<file path="src/rtl/sb_tx_rdi_encoder.sv">
// sb_tx_rdi_encoder
//   Buffers RDI sideband message requests in a small FIFO and encodes each
//   one into a 64-bit message-without-data header, presented to the framer
//   under a valid/ack handshake. Illegal requests (code 3) are accepted,
//   dropped and flagged with a one-cycle error pulse.
//
// Parameters
//   SRCID       source ID, header [31:29]
//   DSTID       destination ID, header [58:56]
//   FIFO_DEPTH  request buffer depth (power of two, >= 2)
//
// Ports
//   i_clk               clock, rising edge
//   i_rst               asynchronous active-high reset
//   i_rdi_msg_valid     request valid
//   o_rdi_msg_ready     request may be accepted (FIFO not full, not in reset)
//   i_rdi_msg_code      0=Nop 1=Req 2=Resp 3=illegal
//   i_rdi_msg_sub_code  message subcode
//   i_rdi_msg_info      message info
//   o_rdi_header        encoded header (holds last value when idle)
//   o_rdi_header_valid  header awaiting acknowledge
//   i_rdi_header_ack    framer consumed the header
//   o_rdi_msg_err       pulse: illegal request discarded
//   o_rdi_busy          FIFO non-empty or header pending
module sb_tx_rdi_encoder #(
    parameter logic [2:0]  SRCID      = 3'b010,
    parameter logic [2:0]  DSTID      = 3'b110,
    parameter int unsigned FIFO_DEPTH = 4
) (
    input  logic        i_clk,
    input  logic        i_rst,
    input  logic        i_rdi_msg_valid,
    output logic        o_rdi_msg_ready,
    input  logic [1:0]  i_rdi_msg_code,
    input  logic [3:0]  i_rdi_msg_sub_code,
    input  logic [1:0]  i_rdi_msg_info,
    output logic [63:0] o_rdi_header,
    output logic        o_rdi_header_valid,
    input  logic        i_rdi_header_ack,
    output logic        o_rdi_msg_err,
    output logic        o_rdi_busy
);

    localparam int unsigned PW = $clog2(FIFO_DEPTH);
    localparam int unsigned CW = PW + 1;

    typedef enum logic {
        IDLE,
        HOLD
    } state_t;

    state_t state;
    state_t state_next;

    // FIFO entry packing: {code[1:0], sub_code[3:0], info[1:0]}
    logic [7:0]    mem [FIFO_DEPTH];
    logic [PW-1:0] wr_ptr;
    logic [PW-1:0] rd_ptr;
    logic [CW-1:0] count;
    logic          fifo_empty;
    logic          fifo_full;

    logic          accept;
    logic          push;
    logic          pop;
    logic [63:0]   header;
    logic          msg_err;

    function automatic logic [63:0] encode(input logic [7:0] e);
        logic [63:0] h;
        logic [15:0] msg_info;
        case (e[7:6])
            2'd0:    msg_info = {14'b0, e[1:0]};
            2'd2:    msg_info = {15'b0, e[0]};
            default: msg_info = '0;
        endcase
        h        = '0;
        h[4:0]   = 5'b10010;
        h[21:14] = {6'b0, e[7:6]};
        h[31:29] = SRCID;
        h[39:32] = {4'b0, e[5:2]};
        h[55:40] = msg_info;
        h[58:56] = DSTID;
        // CP gives even parity over bits [62:0]; DP [63] stays 0
        h[62]    = ^h[61:0];
        return h;
    endfunction

    assign fifo_empty = (count == '0);
    assign fifo_full  = (count == CW'(FIFO_DEPTH));

    // Gated by reset so ready is low throughout reset and rises in the
    // first cycle after release.
    assign o_rdi_msg_ready = ~i_rst & ~fifo_full;

    assign accept = i_rdi_msg_valid & o_rdi_msg_ready;
    assign push   = accept & (i_rdi_msg_code != 2'd3);

    // FSM state register
    always_ff @(posedge i_clk or posedge i_rst) begin
        if (i_rst) begin
            state <= IDLE;
        end else begin
            state <= state_next;
        end
    end

    // FSM next state and pop decision
    always_comb begin
        state_next = state;
        pop        = 1'b0;
        case (state)
            IDLE: begin
                if (!fifo_empty) begin
                    pop        = 1'b1;
                    state_next = HOLD;
                end
            end
            HOLD: begin
                if (i_rdi_header_ack) begin
                    if (!fifo_empty) begin
                        pop = 1'b1;
                    end else begin
                        state_next = IDLE;
                    end
                end
            end
            default: state_next = IDLE;
        endcase
    end

    // FIFO storage needs no reset; validity is tracked by count
    always_ff @(posedge i_clk) begin
        if (push) begin
            mem[wr_ptr] <= {i_rdi_msg_code, i_rdi_msg_sub_code, i_rdi_msg_info};
        end
    end

    always_ff @(posedge i_clk or posedge i_rst) begin
        if (i_rst) begin
            wr_ptr  <= '0;
            rd_ptr  <= '0;
            count   <= '0;
            header  <= '0;
            msg_err <= 1'b0;
        end else begin
            msg_err <= accept & (i_rdi_msg_code == 2'd3);
            if (push) begin
                wr_ptr <= wr_ptr + PW'(1);
            end
            if (pop) begin
                rd_ptr <= rd_ptr + PW'(1);
                header <= encode(mem[rd_ptr]);
            end
            case ({push, pop})
                2'b10:   count <= count + CW'(1);
                2'b01:   count <= count - CW'(1);
                default: count <= count;
            endcase
        end
    end

    assign o_rdi_header       = header;
    assign o_rdi_header_valid = (state == HOLD);
    assign o_rdi_msg_err      = msg_err;
    assign o_rdi_busy         = ~fifo_empty | o_rdi_header_valid;

endmodule
</file>
<file path="config.mk">
export PLATFORM = sky130hd
export DESIGN_NAME = sb_tx_rdi_encoder
export DESIGN_NICKNAME = d
export VERILOG_FILES = /design/src/rtl/sb_tx_rdi_encoder.sv
export SDC_FILE = /design/constraint.sdc
export NUM_CORES = 1
export LEC_CHECK = 0
export ABC_AREA = 1
export BUFFER_PORTS_ARGS = -buffer_cell sky130_fd_sc_hd__buf_2
export CORE_ASPECT_RATIO = 0.5
export CORE_MARGIN = 5
export CORE_UTILIZATION = 35
export CTS_CLUSTER_DIAMETER = 80
export DETAILED_ROUTE_END_ITERATION = 7
export RECOVER_POWER = 100
export SYNTH_ARGS = -nofsm -noshare
export SYNTH_HDL_FRONTEND = slang
export SYNTH_SLANG_ARGS = --single-unit
</file>
<file path="constraint.sdc">
create_clock -name i_clk -period 2.5 [get_ports i_clk]
set_clock_uncertainty 0.2 [all_clocks]
set_input_delay 0.5 -clock i_clk [delete_from_list [all_inputs] [get_ports i_clk]]
set_output_delay 0.5 -clock i_clk [all_outputs]
set_load 0.02 [all_outputs]
</file>
==> results of run 1 <==
==> layout make-up <==
cell class              instances  area [µm²]
fillers                       755        4567
flip-flops and latches         51        1436
multi-input cells             202       932.1
repair buffers                 38       157.7
clock buffers                   8       156.4
well taps                     108       135.1
inverters                      26       102.6
==> layout by cell type (no fill, tap or decap), drive strengths merged <==
| cell type | netlist | final |
|---|---|---|
| conb | 1 | 50 |
| a32o | 1 | 1 |
| o21ai | 14 | 14 |
| buf | 59 | 6 |
| nand3 | 16 | 16 |
| a21oi | 4 | 4 |
| nor2 | 13 | 13 |
| edfxtp | 32 | 32 |
| nand2 | 88 | 88 |
| or2 | 2 | 2 |
| clkbuf | 1 | 40 |
| nor3 | 1 | 1 |
| inv | 26 | 26 |
| xnor2 | 1 | 1 |
| fa | 1 | 1 |
| dfrtp | 19 | 19 |
| o211ai | 1 | 1 |
| xor2 | 3 | 3 |
| ha | 7 | 7 |
==> worst max-delay path, cell delays in order, from the launching register on <==
cell	delay (ps)
sky130_fd_sc_hd__dfrtp_1	470
sky130_fd_sc_hd__inv_6	170
sky130_fd_sc_hd__nand2_1	70
sky130_fd_sc_hd__a32o_1	250
sky130_fd_sc_hd__ha_1	210
sky130_fd_sc_hd__or2_2	280
sky130_fd_sc_hd__nand2_1	100
sky130_fd_sc_hd__nand2_2	50
sky130_fd_sc_hd__nand2_1	50
sky130_fd_sc_hd__nand2_1	70
sky130_fd_sc_hd__nand2_1	60
sky130_fd_sc_hd__nand2_1	50
sky130_fd_sc_hd__nand3_1	70
sky130_fd_sc_hd__nand2_1	50
==> through the flow <==
step | power [mW] | cell area [µm²] | hold slack [ps] | setup slack [ps] | cells
detailed placement | 2.694 | 2830 | 268.8 | 237.8 | 425
CTS | 3.401 | 2987 | 195.2 | 267.9 | 433
finish | 3.320 | 2920 | 154.1 | 247.9 | 433
global placement | 2.641 | 2830 | 268.5 | 283.8 | 425
global route | 3.639 | 2920 | 226.7 | 66.09 | 433
floorplan | 2.425 | 2939 | 251.1 | 130.0 | 339
==> path summary, 6_finish.rpt <==
path	cells after the start	start	to	slack (ps)
setup / recovery	13	rd_ptr[0]	o_rdi_header[62]	250
hold reg to reg	2	o_rdi_header[34]	o_rdi_header[34]	290
setup reg to reg	13	rd_ptr[0]	o_rdi_header[62]	250
min in group i_clk	2	i_rdi_header_ack	o_rdi_header_valid	210
hold / removal	2	i_rst	o_rdi_msg_err	150
max in group asynchronous	2	i_rst	o_rdi_header[62]	1460
==> sequential cells by signal (all words and copies together) (netlist names) <==
signal / flops
wr_ptr: 2
rd_ptr: 2
count: 3
mem: 32
o_rdi_header: 10
o_rdi_header_valid: 1
o_rdi_msg_err: 1
==> metal layers <==
metal  share of wire  up-vias
met3           0.089        2
met2            0.47       70
li1                -      883
met5               0        -
met4          0.0028        0
met1            0.43      821
==> logic make-up (layout without fill, tap and decap cells) <==
family                     count (synthesis)  in the layout  share of synthesized area
AOI/OAI and AO/OA                         20             20                    0.04223
xor gates and xnor gates                   4              4                    0.01272
adders and majority gates                  8              8                    0.03905
buffers and inverters                     86             72                     0.2030
DFF                                       51             51                     0.5213
other                                      1             50                   0.001361
and+or+nand+nor                          120            120                     0.1803
==> where the power goes <==
part | switching, mW | total (mW) | internal [mW]
Clock | 0.273 | 0.699 | 0.426
Combinational | 0.982 | 1.45 | 0.464
Sequential | 0.0976 | 1.17 | 1.08
==> results.txt, run 1 <==
The flow ran to the end, and the final reports show no timing, DRC or antenna violations. In the synthesized netlist, the cells that appear most often are 82 x sky130_fd_sc_hd__nand2_1, 54 x sky130_fd_sc_hd__buf_4, 32 x sky130_fd_sc_hd__edfxtp_1, 25 x sky130_fd_sc_hd__inv_1, 19 x sky130_fd_sc_hd__dfrtp_1. For this configuration, the core starts out at a cell density of 0.3680. The met2 usage in global routing came out at 0.1806.

The number of I/O pins came out at 80. The worst setup path is of the flip-flop to flip-flop kind. The power density of the placed cells came out at 1137 nW/µm². The largest net degree at the start of global routing came out at 20. In the post-synthesis netlist, the cell with the most instances is sky130_fd_sc_hd__nand2_1. Among all flip-flop cells after synthesis, the most frequent one is sky130_fd_sc_hd__edfxtp_1.

The final-report setup violation count is 0. By area the synthesized netlist is led by sky130_fd_sc_hd__edfxtp_1 35%, sky130_fd_sc_hd__dfrtp_1 17%, sky130_fd_sc_hd__buf_4 15%. The aggregate routed wire length came out at about 4700 µm. The standard-cell row count came out at 22. In this run the worst hold path is classified as primary input to asynchronous set/reset pin. The die height came out at ~73 µm. TritonCTS built the clock tree. The count of max-cap constraint violations came out at 0. The ratio of routed vias to standard cells is roughly 4.

The count of distinct cell types in the synthesized netlist came out at 27. In the routed design, unresolved DRC markers number 0. For this run, the post-layout net count is roughly 340.

Routability-driven placement finished with a final weighted congestion of 0.7895. The synthesized design contains between 50 and 60 register bits. The global routing met1 resource utilization came out at 0.1131. The critical path required time is 2480 ps. The max-slew violation count was 0. The mapped cell area came out at between 2000 and 3000 µm².

The number of global-route vias before repair came out at about 1.7k. The number of instances resized during post-cts repair came out at 0. The worst path in the final design needs a cycle of about 2300 ps, including I/O delays and setup. In the final layout, the share of cells above drive strength 1 is 0.06769. The count of inserted antenna diode cells is 0. The chip width is 135.5 µm. The global-route total usage across every layer came out at 0.09855. The worst setup path is launched from a flip-flop.

In the final routed layout, each cell accounts on average for roughly 11 µm. The total global routing overflow is 0. The data arrival at the endpoint of the critical path is 2230 ps. The clock slew at the register clock pins of the worst setup and hold paths came out at 60 ps. The pre-antenna-repair detailed-routing pass consisted of 4 iterations. The worst supply voltage drop on vdd is approximately 0.38 mV. The static leakage is around 1.4 nW. The area share of the largest cell type after synthesis is 0.3488.

The count of routing violations after the opening detailed-route iteration is between 70 and 80. The wire-length estimate of the detail-placed layout is between 3000 and 4000 µm. The post-cts hold buffer count came out at 0. The number of buffers on the longest clock path is 2. The core occupancy in the finished layout is 0.3900.

The number of sinks handled by clock tree synthesis came out at roughly 50. sky130_fd_sc_hd__edfxtp_1 takes more of the synthesized area than any other cell. The synthesis-to-layout area growth came out at 5.995%. In the synthesized netlist, the number of instances is 290. Setup repair after global routing left no endpoint under its margin. The initial antenna violation count is 0. CTS placed an instance of sky130_fd_sc_hd__clkbuf_16 at the clock tree root.

In the synthesized netlist the async set-or-reset flop fraction comes to 0.3725. The post-synthesis area per instance is around 9.5 µm². The total via count in the routed design is between 1.5k and 2k.

The final-layout setup total negative slack came out at 0 ps. The max-slew headroom at the worst pin is 0.4858. At the later pin of the worst-skew pair, clock insertion delay measures around 290 ps. The met3 routing resource usage after global routing is 0.02824. The die covers 9854 µm². The number of nets still failing antenna checks after routing is 0. At the pin with the least slew margin, the transition time is approximately 770 ps. Of the synthesized area, sequential elements account for 0.5213. The layer flagged by global routing as most heavily used is met2.

The number of synthesized flops with an enable pin came out at 32. Along the worst path, the maximum fanout reaches 17. Port buffering added 29 buffers. The core region is 7487 µm². The Yosys step of the flow raised 0 warnings.

The post-CTS setup buffer count came out at 0. The first global-routing pass estimated approximately 7700 µm of wire. For this run, the top clock speed supported by timing is 444.0 MHz. The sort of element at the end of the critical path is a flip-flop. The number of levels the H-tree was split into is 2.

The hold violation total from the final report came out at 0. Of the available clock period, the critical path in the final layout requires 0.9008. Counting the buffers created by CTS gives 5.
(Power assumes the default switching activity.)
==> inputs of run 2 (changes only) <==
--- a/config.mk
+++ b/config.mk
@@ -7,7 +7,6 @@
 export LEC_CHECK = 0
 export ABC_AREA = 1
 export BUFFER_PORTS_ARGS = -buffer_cell sky130_fd_sc_hd__buf_2
-export CORE_ASPECT_RATIO = 0.5
 export CORE_MARGIN = 5
 export CORE_UTILIZATION = 35
 export CTS_CLUSTER_DIAMETER = 80
==> results.txt, run 2 (same netlist as run 1, synthesis figures left out) <==
The flow ran to the end, and the final reports show no timing, DRC or antenna violations. The internal power contribution was 1.731 mW (-12%). The total global routing overflow is 0 (unchanged).

The delay contributed by the slowest stage of the critical path was 470 ps (about the same). The total placed cells including tap cells is 419 (-1.4%). The least setup slack across all paths after layout came to 253.4 ps (+5.542 ps).

The register name with the most flops is mem. The final period demand of the worst path came out at 2247 ps (-5.542 ps). The global-route total usage across every layer is 0.09583 (-0.002716). The floorplan core area is 7687 µm² (+2.7%). The number of global-route vias before repair came out at 1649 (-3.7%).

The aggregate routed wire length is 4657 µm (-1.3%). The count of routing violations after the opening detailed-route iteration is 65 (-12%). The biggest fanout along the worst timing path came out at 17 (unchanged). The path class of the tightest hold or removal check is primary input to asynchronous set/reset pin. The half-perimeter wire length after placement is 3630 µm (-1.7%). The DRC violations left came out at 0 (unchanged). The worst supply voltage drop on vdd is 0.3672 mV (-2.2%). TritonCTS built the clock tree. The total design power was 3.041 mW (-8.4%). The clock latency at the later pin of the worst-skew pair came out at 300 ps (about the same).

The number of sinks handled by clock tree synthesis came to 51 (unchanged). The static leakage came out at 1.317 nW (-2.9%). The detailed-route wire length per cell came out at 10.91 µm (about the same). The global-route wire length before repair came out at 7631 µm (-0.99%). The count of port buffers added during placement is 29 (unchanged).

The synthesis-to-layout area growth came out at 3.088%. The die height came to 98.73 µm (+36%). The share of the cycle needed by the critical path after routing came to 0.8986 (-0.002217). The largest net degree at the start of global routing is 20 (unchanged). The sort of element at the end of the critical path is a flip-flop. The initial antenna violation count came out at 0 (unchanged). The chip width came out at 98.73 µm (-27%). The number of flip-flops under the largest register name is 32 (unchanged). The core occupancy in the finished layout is 0.3695 (-0.02057).

The switching power of the nets came out at 1.310 mW (-3.2%). The power share of the combinational group is 0.465 (+0.029). The clock buffer count from CTS came out at 5 (unchanged). The power density of the placed cells came out at 1071 nW/µm² (-5.8%). The ratio of routed vias to standard cells is 4.164 (+1.5%). The die area came out at 9747 µm² (-1.1%).

The fraction of power consumed by the clock network is 0.150 (-0.061). The critical path is of the flip-flop to flip-flop type. Walking the worst path, the cells encountered are inv_6, nand2_1, a32o_1, ha_1, or2_2, nand2_1, nand2_2, nand2_1, nand2_1, nand2_1, nand2_1, nand3_1, nand2_1. The final estimated routing congestion in global placement came out at 0.6998 (-11%). The number of I/O pins is 80 (unchanged). The count of max-cap constraint violations is 0 (unchanged). The max-slew headroom at the worst pin came to 0.5161 (+0.03031).

The worst setup slack before clock tree synthesis is 260.5 ps (+22.74 ps). The count of inserted antenna diode cells is 0 (unchanged). Setup repair after global routing left no endpoint under its margin.

The post-cts hold buffer count came out at 0 (unchanged). The maximum clock frequency came to 445.1 MHz (+0.25%). The number of levels the H-tree was split into was 2 (unchanged). The total iterations of the first detailed-routing run is 4 (unchanged). The final-layout setup total negative slack is 0 ps (unchanged). The standard-cell row count came out at 32 (+45%). The number of nets still failing antenna checks after routing is 0 (unchanged). The fraction of layout cells with a size suffix above 1 came to 0.06462 (-0.003077). The root buffer cell chosen for the clock tree is sky130_fd_sc_hd__clkbuf_8. The max-slew violation count is 0 (unchanged). In the layout the commonest cells are 83 x sky130_fd_sc_hd__nand2_1, 50 x sky130_fd_sc_hd__conb_1, 34 x sky130_fd_sc_hd__clkbuf_1.

The slew at the pin closest to its max-slew limit is 725.1 ps (-45.42 ps). Among all stages on the critical path, the largest delay is contributed by sky130_fd_sc_hd__dfrtp_1. The number of buffers on the longest clock path was 2 (unchanged).

The switching part of the total came out at 0.4308 (+0.02328). The number of instances resized during post-cts repair is 0 (unchanged). The share of power burned in registers came out at 0.386 (+0.032). The total via count in the routed design was 1778 (+0.11%).

The effective utilization at floorplan was 0.3584 (-0.009583). The post-CTS setup buffer count came out at 0 (unchanged). The critical path required time came to 2500 ps (+20 ps). The data arrival at the endpoint of the critical path came out at 2240 ps (about the same). The filler-free cell count of the finished design is 427 (-1.4%).

In this design, the critical path's most frequently occurring cell is sky130_fd_sc_hd__nand2_1. The total of fill cells in the finished design is 776 (+2.8%). The library cell used most frequently in the layout, excluding fill and tap cells, is sky130_fd_sc_hd__nand2_1. The final-report setup violation count came out at 0 (unchanged). The nature of the critical path startpoint is a flip-flop. The clock slew at the register clock pins of the worst setup and hold paths was 90 ps (+30 ps).

The layout net count came out at 344 (unchanged). The hold violation total from the final report is 0 (unchanged).
[run 2: cell count changes in the layout (fill, tap and decap cells not counted), sizes merged]
| cell | previous run | this run |
|---|---|---|
| clkbuf | 40 | 39 |
| clkinv | 0 | 1 |
| buf | 6 | 5 |
| clkinvlp | 0 | 1 |
[run 2: worst max-delay path, delay by kind of cell, from the launching register on]
kind / cells / cell delay (ps)
AOI/OAI and AO/OA: 1 / 260
adders and majority gates: 1 / 210
buffers and inverters: 1 / 160
DFF: 1 / 470
and+or+nand+nor: 10 / 840
[run 2: path summary, 6_finish.rpt]
check | start | end | slack [ps] | cells past startpoint
max | rd_ptr[0] | o_rdi_header[62] | 250 | 13
max reg2reg | rd_ptr[0] | o_rdi_header[62] | 250 | 13
max in group asynchronous | i_rst | o_rdi_header[62] | 1540 | 2
min reg2reg | o_rdi_header[62] | o_rdi_header[62] | 280 | 2
min | i_rst | o_rdi_msg_err | 100 | 2
min in group i_clk | i_rdi_header_ack | o_rdi_header_valid | 200 | 2
[run 2: metrics by stage]
step	hold WS [ps]	instance area (µm²)
2_1_floorplan	251.1	2939
3_3_place_gp	262.6	2823
3_5_place_dp	263.3	2823
4_1_cts	147.5	2908
5_1_grt	184.4	2840
6_report	101.4	2840
[run 2: power groups by stage]
stage | Combinational [mW] | Sequential [mW] | Clock, mW
finish | 1.41 | 1.17 | 0.455
global route | 1.65 | 1.19 | 0.510
CTS | 1.49 | 1.17 | 0.479
detailed placement | 1.48 | 1.19 | 0
global placement | 1.43 | 1.19 | 0
floorplan | 1.17 | 1.25 | 0
[run 2: routing by layer]
metal	vias to the layer above	share of wire	track usage
met4	0	0.016	0.03151
met1	806	0.44	0.1194
li1	881	-	-
met5	-	0	0
met3	9	0.085	0.02335
met2	82	0.46	0.1633
[run 2: final cells by class]
class	count	area (µm²)	area share
Sequential cell	51	1436	0.5057
Multi-Input combinational cell	202	932.1	0.3282
Timing Repair Buffer	38	156.4	0.05507
Tap cell	102	127.6	0.04493
Inverter	26	102.6	0.03612
Clock buffer	6	72.57	0.02555
Clock inverter	2	12.51	0.004405
